$ cat src/rtl/shift_queue_if.sv
`default_nettype none
// ============================================================================
// Module      : shift_queue_if
// Description : Bundles the enqueue, dequeue and in-place write signals of the
//               collapsing issue-queue storage (shift_queue).
//   master modport (producer/consumer side):
//     drives  enq_valid, enq_data, deq_ready, deq_sel_onehot, wr_en, wr_data
//     samples enq_ready, deq_valid, deq_data, entry_douts
//   slave modport (shift_queue side): the mirror image of master.
// Revision    : 1.0 - initial release
// ============================================================================
interface shift_queue_if #(
  parameter int N_ENTRIES   = 8,
  parameter int ENTRY_WIDTH = 32
);
  logic                                    enq_ready;
  logic                                    enq_valid;
  logic [ENTRY_WIDTH-1:0]                  enq_data;
  logic                                    deq_ready;
  logic [N_ENTRIES-1:0]                    deq_sel_onehot;
  logic                                    deq_valid;
  logic [ENTRY_WIDTH-1:0]                  deq_data;
  logic [N_ENTRIES-1:0]                    wr_en;
  logic [N_ENTRIES-1:0][ENTRY_WIDTH-1:0]   wr_data;
  logic [N_ENTRIES-1:0][ENTRY_WIDTH-1:0]   entry_douts;

  modport master (
    input  enq_ready, deq_valid, deq_data, entry_douts,
    output enq_valid, enq_data, deq_ready, deq_sel_onehot, wr_en, wr_data
  );

  modport slave (
    output enq_ready, deq_valid, deq_data, entry_douts,
    input  enq_valid, enq_data, deq_ready, deq_sel_onehot, wr_en, wr_data
  );
endinterface
`default_nettype wire

$ cat src/rtl/shift_queue.sv
`default_nettype none
// ============================================================================
// Module      : shift_queue
// Description : Collapsing (shifting) queue used as integer issue queue
//               storage. Slot 0 is the oldest entry; valid slots are always
//               contiguous from slot 0. Any slot may be dequeued by one-hot
//               select and younger entries shift down to close the gap.
//               Per-slot write ports update stored entries in place.
// Ports       :
//   clk    - clock, all state changes on the rising edge
//   rst_aL - synchronous reset, active HIGH despite the suffix
//   bus    - shift_queue_if.slave (enqueue, dequeue, in-place write, douts)
//   count  - occupancy, present only when SHIFT_QUEUE_COUNT_OUT_EN is defined
// Options     : `define SHIFT_QUEUE_COUNT_OUT_EN exposes the occupancy counter.
// Revision    : 1.0 - initial release
// ============================================================================
module shift_queue #(
  parameter int N_ENTRIES   = 8,
  parameter int ENTRY_WIDTH = 32
) (
  input  wire logic                       clk,
  input  wire logic                       rst_aL,
`ifdef SHIFT_QUEUE_COUNT_OUT_EN
  output logic [$clog2(N_ENTRIES):0]      count,
`endif
  shift_queue_if.slave                    bus
);

  localparam int PTR_WIDTH = $clog2(N_ENTRIES);
  localparam int CTR_WIDTH = PTR_WIDTH + 1;

  logic [N_ENTRIES-1:0]                  valid_q, valid_d;
  logic [N_ENTRIES-1:0][ENTRY_WIDTH-1:0] data_q, data_d;
  logic [CTR_WIDTH-1:0]                  count_q, count_d;

  logic [N_ENTRIES-1:0]                  w_sel;       // effective one-hot select
  logic [N_ENTRIES-1:0]                  w_shift;     // slots that take slot i+1
  logic [N_ENTRIES-1:0][ENTRY_WIDTH-1:0] w_wr;        // data after in-place writes
  logic [N_ENTRIES-1:0][ENTRY_WIDTH-1:0] w_up_data;   // slot i+1 contents (post-write)
  logic [N_ENTRIES-1:0]                  w_up_valid;
  logic                                  w_enq_ready;
  logic                                  w_deq_valid;
  logic [ENTRY_WIDTH-1:0]                w_deq_data;
  logic                                  w_deq_fire;
  logic                                  w_enq_fire;
  logic [CTR_WIDTH-1:0]                  w_tail;

  // Zero select means head; a multi-hot select is reduced to its lowest bit.
  always_comb begin
    w_sel = bus.deq_sel_onehot & (~bus.deq_sel_onehot + N_ENTRIES'(1));
    if (bus.deq_sel_onehot == '0) begin
      w_sel = N_ENTRIES'(1);
    end
  end

  // Dequeue read mux; invalid slots hold zero so an empty pick reads zero.
  always_comb begin
    w_deq_data  = '0;
    w_deq_valid = 1'b0;
    for (int i = 0; i < N_ENTRIES; i++) begin
      if (w_sel[i]) begin
        w_deq_data  = w_deq_data | data_q[i];
        w_deq_valid = w_deq_valid | valid_q[i];
      end
    end
  end

  assign w_enq_ready = (count_q < CTR_WIDTH'(N_ENTRIES));
  assign w_deq_fire  = bus.deq_ready & w_deq_valid;
  assign w_enq_fire  = bus.enq_valid & w_enq_ready;
  assign w_tail      = w_deq_fire ? (count_q - CTR_WIDTH'(1)) : count_q;

  // In-place writes only touch valid slots. They are folded in before the
  // shift so an updated entry carries its new value down with it; a write to
  // the dequeued slot simply leaves with that slot.
  always_comb begin
    for (int i = 0; i < N_ENTRIES; i++) begin
      w_wr[i] = (bus.wr_en[i] && valid_q[i]) ? bus.wr_data[i] : data_q[i];
    end
  end

  // Every slot at or above the dequeued index takes its upper neighbour.
  always_comb begin
    logic acc;
    acc     = 1'b0;
    w_shift = '0;
    for (int i = 0; i < N_ENTRIES; i++) begin
      acc        = acc | w_sel[i];
      w_shift[i] = acc & w_deq_fire;
    end
  end

  generate
    for (genvar gi = 0; gi < N_ENTRIES; gi++) begin : g_up
      if (gi == N_ENTRIES - 1) begin : g_top
        assign w_up_data[gi]  = '0;
        assign w_up_valid[gi] = 1'b0;
      end else begin : g_mid
        assign w_up_data[gi]  = w_wr[gi+1];
        assign w_up_valid[gi] = valid_q[gi+1];
      end
    end
  endgenerate

  // Next state: shift first, then drop the new entry into the first free slot.
  always_comb begin
    valid_d = valid_q;
    data_d  = data_q;
    for (int i = 0; i < N_ENTRIES; i++) begin
      valid_d[i] = w_shift[i] ? w_up_valid[i] : valid_q[i];
      data_d[i]  = w_shift[i] ? w_up_data[i]  : w_wr[i];
      if (w_enq_fire && (w_tail == CTR_WIDTH'(i))) begin
        valid_d[i] = 1'b1;
        data_d[i]  = bus.enq_data;
      end
    end
    count_d = count_q + CTR_WIDTH'(w_enq_fire) - CTR_WIDTH'(w_deq_fire);
  end

  always_ff @(posedge clk) begin
    if (rst_aL) begin
      valid_q <= '0;
      data_q  <= '0;
      count_q <= '0;
    end else begin
      valid_q <= valid_d;
      data_q  <= data_d;
      count_q <= count_d;
    end
  end

  assign bus.enq_ready   = w_enq_ready;
  assign bus.deq_valid   = w_deq_valid;
  assign bus.deq_data    = w_deq_data;
  assign bus.entry_douts = data_q;

`ifdef SHIFT_QUEUE_COUNT_OUT_EN
  assign count = count_q;
`endif

endmodule
`default_nettype wire

$ cat src/flat_wrapper.sv
// flat-port wrapper written by rule: the top's interface ports become plain ports
module shift_queue_flat 
#(
  parameter int N_ENTRIES   = 8,
  parameter int ENTRY_WIDTH = 32
)
  (clk, rst_aL, bus_enq_ready, bus_deq_valid, bus_deq_data, bus_entry_douts, bus_enq_valid, bus_enq_data, bus_deq_ready, bus_deq_sel_onehot, bus_wr_en, bus_wr_data);
  shift_queue_if #(.N_ENTRIES(N_ENTRIES), .ENTRY_WIDTH(ENTRY_WIDTH)) bus_i ();
  input  wire logic clk;
  input  wire logic rst_aL;
  output wire logic [$bits(bus_i.enq_ready)-1:0] bus_enq_ready;
  output wire logic [$bits(bus_i.deq_valid)-1:0] bus_deq_valid;
  output wire logic [$bits(bus_i.deq_data)-1:0] bus_deq_data;
  output wire logic [$bits(bus_i.entry_douts)-1:0] bus_entry_douts;
  input wire logic [$bits(bus_i.enq_valid)-1:0] bus_enq_valid;
  input wire logic [$bits(bus_i.enq_data)-1:0] bus_enq_data;
  input wire logic [$bits(bus_i.deq_ready)-1:0] bus_deq_ready;
  input wire logic [$bits(bus_i.deq_sel_onehot)-1:0] bus_deq_sel_onehot;
  input wire logic [$bits(bus_i.wr_en)-1:0] bus_wr_en;
  input wire logic [$bits(bus_i.wr_data)-1:0] bus_wr_data;
  assign bus_enq_ready = bus_i.enq_ready;
  assign bus_deq_valid = bus_i.deq_valid;
  assign bus_deq_data = bus_i.deq_data;
  assign bus_entry_douts = bus_i.entry_douts;
  assign bus_i.enq_valid = bus_enq_valid;
  assign bus_i.enq_data = bus_enq_data;
  assign bus_i.deq_ready = bus_deq_ready;
  assign bus_i.deq_sel_onehot = bus_deq_sel_onehot;
  assign bus_i.wr_en = bus_wr_en;
  assign bus_i.wr_data = bus_wr_data;
  shift_queue #(.N_ENTRIES(N_ENTRIES), .ENTRY_WIDTH(ENTRY_WIDTH)) u_core (.clk(clk), .rst_aL(rst_aL), .bus(bus_i));
endmodule
$ cat config.mk
export PLATFORM = sky130hd
export DESIGN_NAME = shift_queue_flat
export DESIGN_NICKNAME = d
export VERILOG_FILES = /design/src/rtl/shift_queue_if.sv /design/src/rtl/shift_queue.sv /design/src/flat_wrapper.sv
export SDC_FILE = /design/constraint.sdc
export NUM_CORES = 1
export LEC_CHECK = 0
export CAP_MARGIN = 20
export CORE_AREA = 2 2 235 237
export CTS_BUF_LIST = sky130_fd_sc_hd__clkbuf_4 sky130_fd_sc_hd__clkbuf_8 sky130_fd_sc_hd__clkbuf_16
export CTS_CLUSTER_DIAMETER = 120
export DETAILED_ROUTE_END_ITERATION = 10
export DIE_AREA = 0 0 237 239
export SETUP_SLACK_MARGIN = 0.2
export SLEW_MARGIN = 25
export SYNTH_ARGS = -nofsm -noshare
export SYNTH_HDL_FRONTEND = slang
export SYNTH_SLANG_ARGS = --single-unit
$ cat constraint.sdc
create_clock -name clk -period 4.3 [get_ports clk]
set_input_delay 0.43 -clock clk [delete_from_list [all_inputs] [get_ports clk]]
set_output_delay 0.43 -clock clk [all_outputs]
set_load 0.1 [all_outputs]
==> summary.txt <==
Run status
  • Result of the run: finished clean

Detailed routing
  • Remaining routing DRC violations: 0
  • Final routed wire length divided by cell count: 29.0 um
  • DRC violation total after the first TritonRoute iteration: 1850
  • Final ANT Viol Nets: 0
  • Detailed-routing iteration count for the pre-antenna-repair pass: 8
  • Total length of routed wires: 90.5 mm
  • Via Count: 18100
  • Detail-routed via count per cell: 5.80

Place
  • Final RePlAce weighted congestion: 0.937
  • PortBufs: 597
  • Worst slack, placed: 0.0744 ns
  • HPWL Detailed: 61.6 mm

Timing
  • Clock Skew: 0.0236 ns
  • Setup-violating endpoint count in the final report: 0
  • Worst relative slew slack: 0.270
  • Tmin final: 3.73 ns
  • Post-route setup TNS: 0 ns
  • Max Clock Freq: 0.268 GHz
  • Unrepaired setup endpoints after global routing: no
  • Slew at the pin closest to its max-slew limit: 1.09 ns
  • Portion of the clock cycle consumed by the worst path in the final layout: 0.867
  • Number of max-slew violations in the final report: 0
  • Post-layout worst setup margin: 0.571 ns
  • Count of endpoints failing hold in the final timing report: 0

Yosys
  • Post-synthesis net count: 2196
  • Mapped Cells: 1881
  • Top cell type by total area after synthesis: dfxtp_1
  • Commonest register cell after synthesis: dfxtp_1
  • Count of different cell masters after synthesis: 50
  • Share of the yosys chip area belonging to registers: 0.321
  • Fraction of registers with async set or reset after synthesis: 0
  • Synth top area share: 0.321
  • Number of synthesized register bits: 268
  • Post-synth EDFFs: 0
  • Leading cell types by total area after synthesis: dfxtp_1 32%, mux2i_1 27%, nand2_1 4.7%
  • Average size of a mapped cell: 8.89 um^2
  • Synthesis warning total: 0
  • Netlist area before placement: 16700 um^2

Flow run
  • Max-cap viol count: 0

Cells and area
  • Final Core Density: 0.463
  • Layout cell share with drive strength beyond 1: 0.0911
  • Nets@finish: 2704
  • Syn-to-layout area delta: 50.5%

Global route
  • Pin count of the biggest net entering global routing: 116
  • GRT Total Usage: 0.306
  • Vias in the first global route: 18100
  • Residual overflow from global routing: 0
  • Global-route wire length before repair: 127 mm
  • Antenna violations before repair: 12

Power
  • Clk network pwr share: 0.241
  • Net switching power of the design: 0.00630 W
  • Internal Power: 0.00669 W
  • Total power divided by cell area: 516 nW/um^2
  • Combinational share of power: 0.508
  • Highest ir drop seen on vdd: 307 uV
  • Leak pwr: 10.9 nW
  • Switch share: 0.485
  • Power share of the sequential group: 0.251

Floorplanning
  • Die outline height: 239 um
  • Initial Util: 0.308
  • DIE AREA: 56600 um^2
  • Number of placement rows: 86
  • Die span in x: 237 um
  • IO Count: 598
  • Area of the core region: 54300 um^2

Worst setup path
  • Startpoint-to-endpoint class of the critical path: in -> reg
  • Crit end category: register
  • Largest fanout on the critical path: 13
  • Worst reg-to-reg setup slack: 0.76 ns
  • Signal arrival time at the worst endpoint: 4.13 ns
  • Reg-to-reg critical path startpoint: u_core.count_q[1]
  • Number of cells traversed by the worst register-to-register path: 8
  • Crit start category: input port
  • Data required time of the worst path: 4.70 ns
  • Endpoint of the worst register-to-register path: u_core.bus.entry_douts[106]

Clock tree
  • CTS Root Cell: clkbuf_16
  • Clock-pin slew reported for the worst setup and hold paths after clock tree synthesis: 0.06 ns
  • Post-CTS Resized: 0
  • H-tree levels: 2
  • TritonCTS buffer count: 35
  • TritonCTS clock tree: yes
  • Sinks on the clock net: 268
  • Number of hold buffers added after CTS: 0
  • CTS Buffer Depth: 3
  • Worst-Skew Late Latency: 0.54 ns
  • Number of setup buffers added after CTS: 0

Worst hold path
  • Cells on Worst Hold Path: 2
  • Class of the most critical hold timing path: in -> reg
  • Hold path startpoint: rst_aL
  • Sink of the worst hold path: u_core.bus.entry_douts[82]
## layer usage
layer	share of wire	vias to the layer above	global-route usage	routed length, um
li1	-	7955	-	-
met1	0.39	8693	0.371	35500
met2	0.47	1182	0.512	42200
met3	0.093	258	0.0733	8380
met4	0.048	14	0.143	4330
met5	0.0010	-	0	91
## power by group through the flow
stage                     Clock [W]  Sequential (W)  Combinational, W
after floorplan                   0         0.00546           0.00218
after global placement            0         0.00329           0.00651
after detailed placement          0         0.00329           0.00655
after CTS                   0.00317         0.00325           0.00658
after global routing        0.00329         0.00329           0.00683
final                       0.00313         0.00326           0.00660
## layout make-up
cell class | count | area [um^2]
Antenna cell | 4 | 10.0
Clock buffer | 55 | 1130
Clock inverter | 8 | 98.8
Fill cell | 5112 | 29200
Inverter | 8 | 30.0
Multi-Input combinational cell | 1430 | 10800
Sequential cell | 268 | 5370
Tap cell | 704 | 881
Timing Repair Buffer | 646 | 6890
## cells by family (layout without fill, tap and decap cells)
kind of cell,count (synthesis),in the layout,share of synthesized area
AND/OR/NAND/NOR,578,578,0.175
multiplexers,486,486,0.294
AO/OA/AOI/OAI,354,354,0.155
flip-flops,268,268,0.321
buffers and inverters,183,717,0.0471
adder cells (fa/ha/maj),7,7,0.00569
XOR/XNOR,5,5,0.00262
other,0,4,0
## stage by stage
step	hold WS, ns	total power, W	std cells	area (um^2)
after global routing	0.477	0.0134	3122	25200
after CTS	0.438	0.0130	3119	25200
after detailed placement	0.609	0.00985	3056	23900
after floorplan	0.487	0.00764	1881	16700
after global placement	0.607	0.00980	3056	23900
final	0.431	0.0130	3123	25200
## synthesized netlist by cell type (2+ instances only)
master,number
mux2i_1,452
dfxtp_1,268
nand2_1,208
clkbuf_1,140
o21ai_0,92
nor2_1,74
nor2b_1,68
or3_1,66
a211o_1,65
a211oi_1,64
a21oi_1,41
nand3_1,37
a221oi_1,34
and3_1,34
mux2_2,34
nand2b_1,34
nand3b_1,34
a222oi_1,32
buf_2,21
o21ai_1,10
buf_6,8
ha_1,6
inv_1,6
nor3_1,5
o211ai_1,5
buf_4,4
or4_1,4
and2_1,3
xnor2_1,3
a221o_1,2
a221oi_4,2
buf_1,2
nor3_2,2
nor3b_1,2
nor4_1,2
nor4b_1,2
xor2_1,2
## layout by cell type (no fill, tap or decap), drive strengths merged, types with 37 or more instances in the layout
| cell type | count |
|---|---|
| a21oi | 41 |
| mux2i | 452 |
| nand2 | 208 |
| clkdlybuf4s50 | 560 |
| nor2b | 68 |
| o21ai | 102 |
| dfxtp | 268 |
| a211o | 65 |
| buf | 85 |
| a221oi | 37 |
| nor2 | 74 |
| or3 | 66 |
| clkbuf | 56 |
| nand3 | 37 |
| a211oi | 65 |
## sequential cells by signal (all words and copies together) (netlist names)
signal / cells
u_core.bus.entry_douts: 256
u_core.count_q: 4
u_core.valid_q: 8
## worst max path at each step
stage	from	to
floorplan	bus_deq_sel_onehot[1]	u_core.bus.entry_douts[107]
global placement	bus_deq_sel_onehot[0]	u_core.bus.entry_douts[169]
detailed placement	bus_deq_sel_onehot[0]	u_core.bus.entry_douts[171]
CTS	bus_deq_sel_onehot[0]	u_core.bus.entry_douts[166]
global route	bus_deq_sel_onehot[0]	u_core.bus.entry_douts[168]
finish	bus_deq_sel_onehot[0]	u_core.bus.entry_douts[166]
## critical path: stages
cell	delay [ns]
clkdlybuf4s50_1	0.68
and3b_1	0.23
a211o_1	0.30
a2111oi_4	0.70
o21ai_1	0.28
a221oi_1	0.71
nand2_4	0.37
buf_12	0.28
mux2i_1	0.13
(Power assumes the default switching activity.)
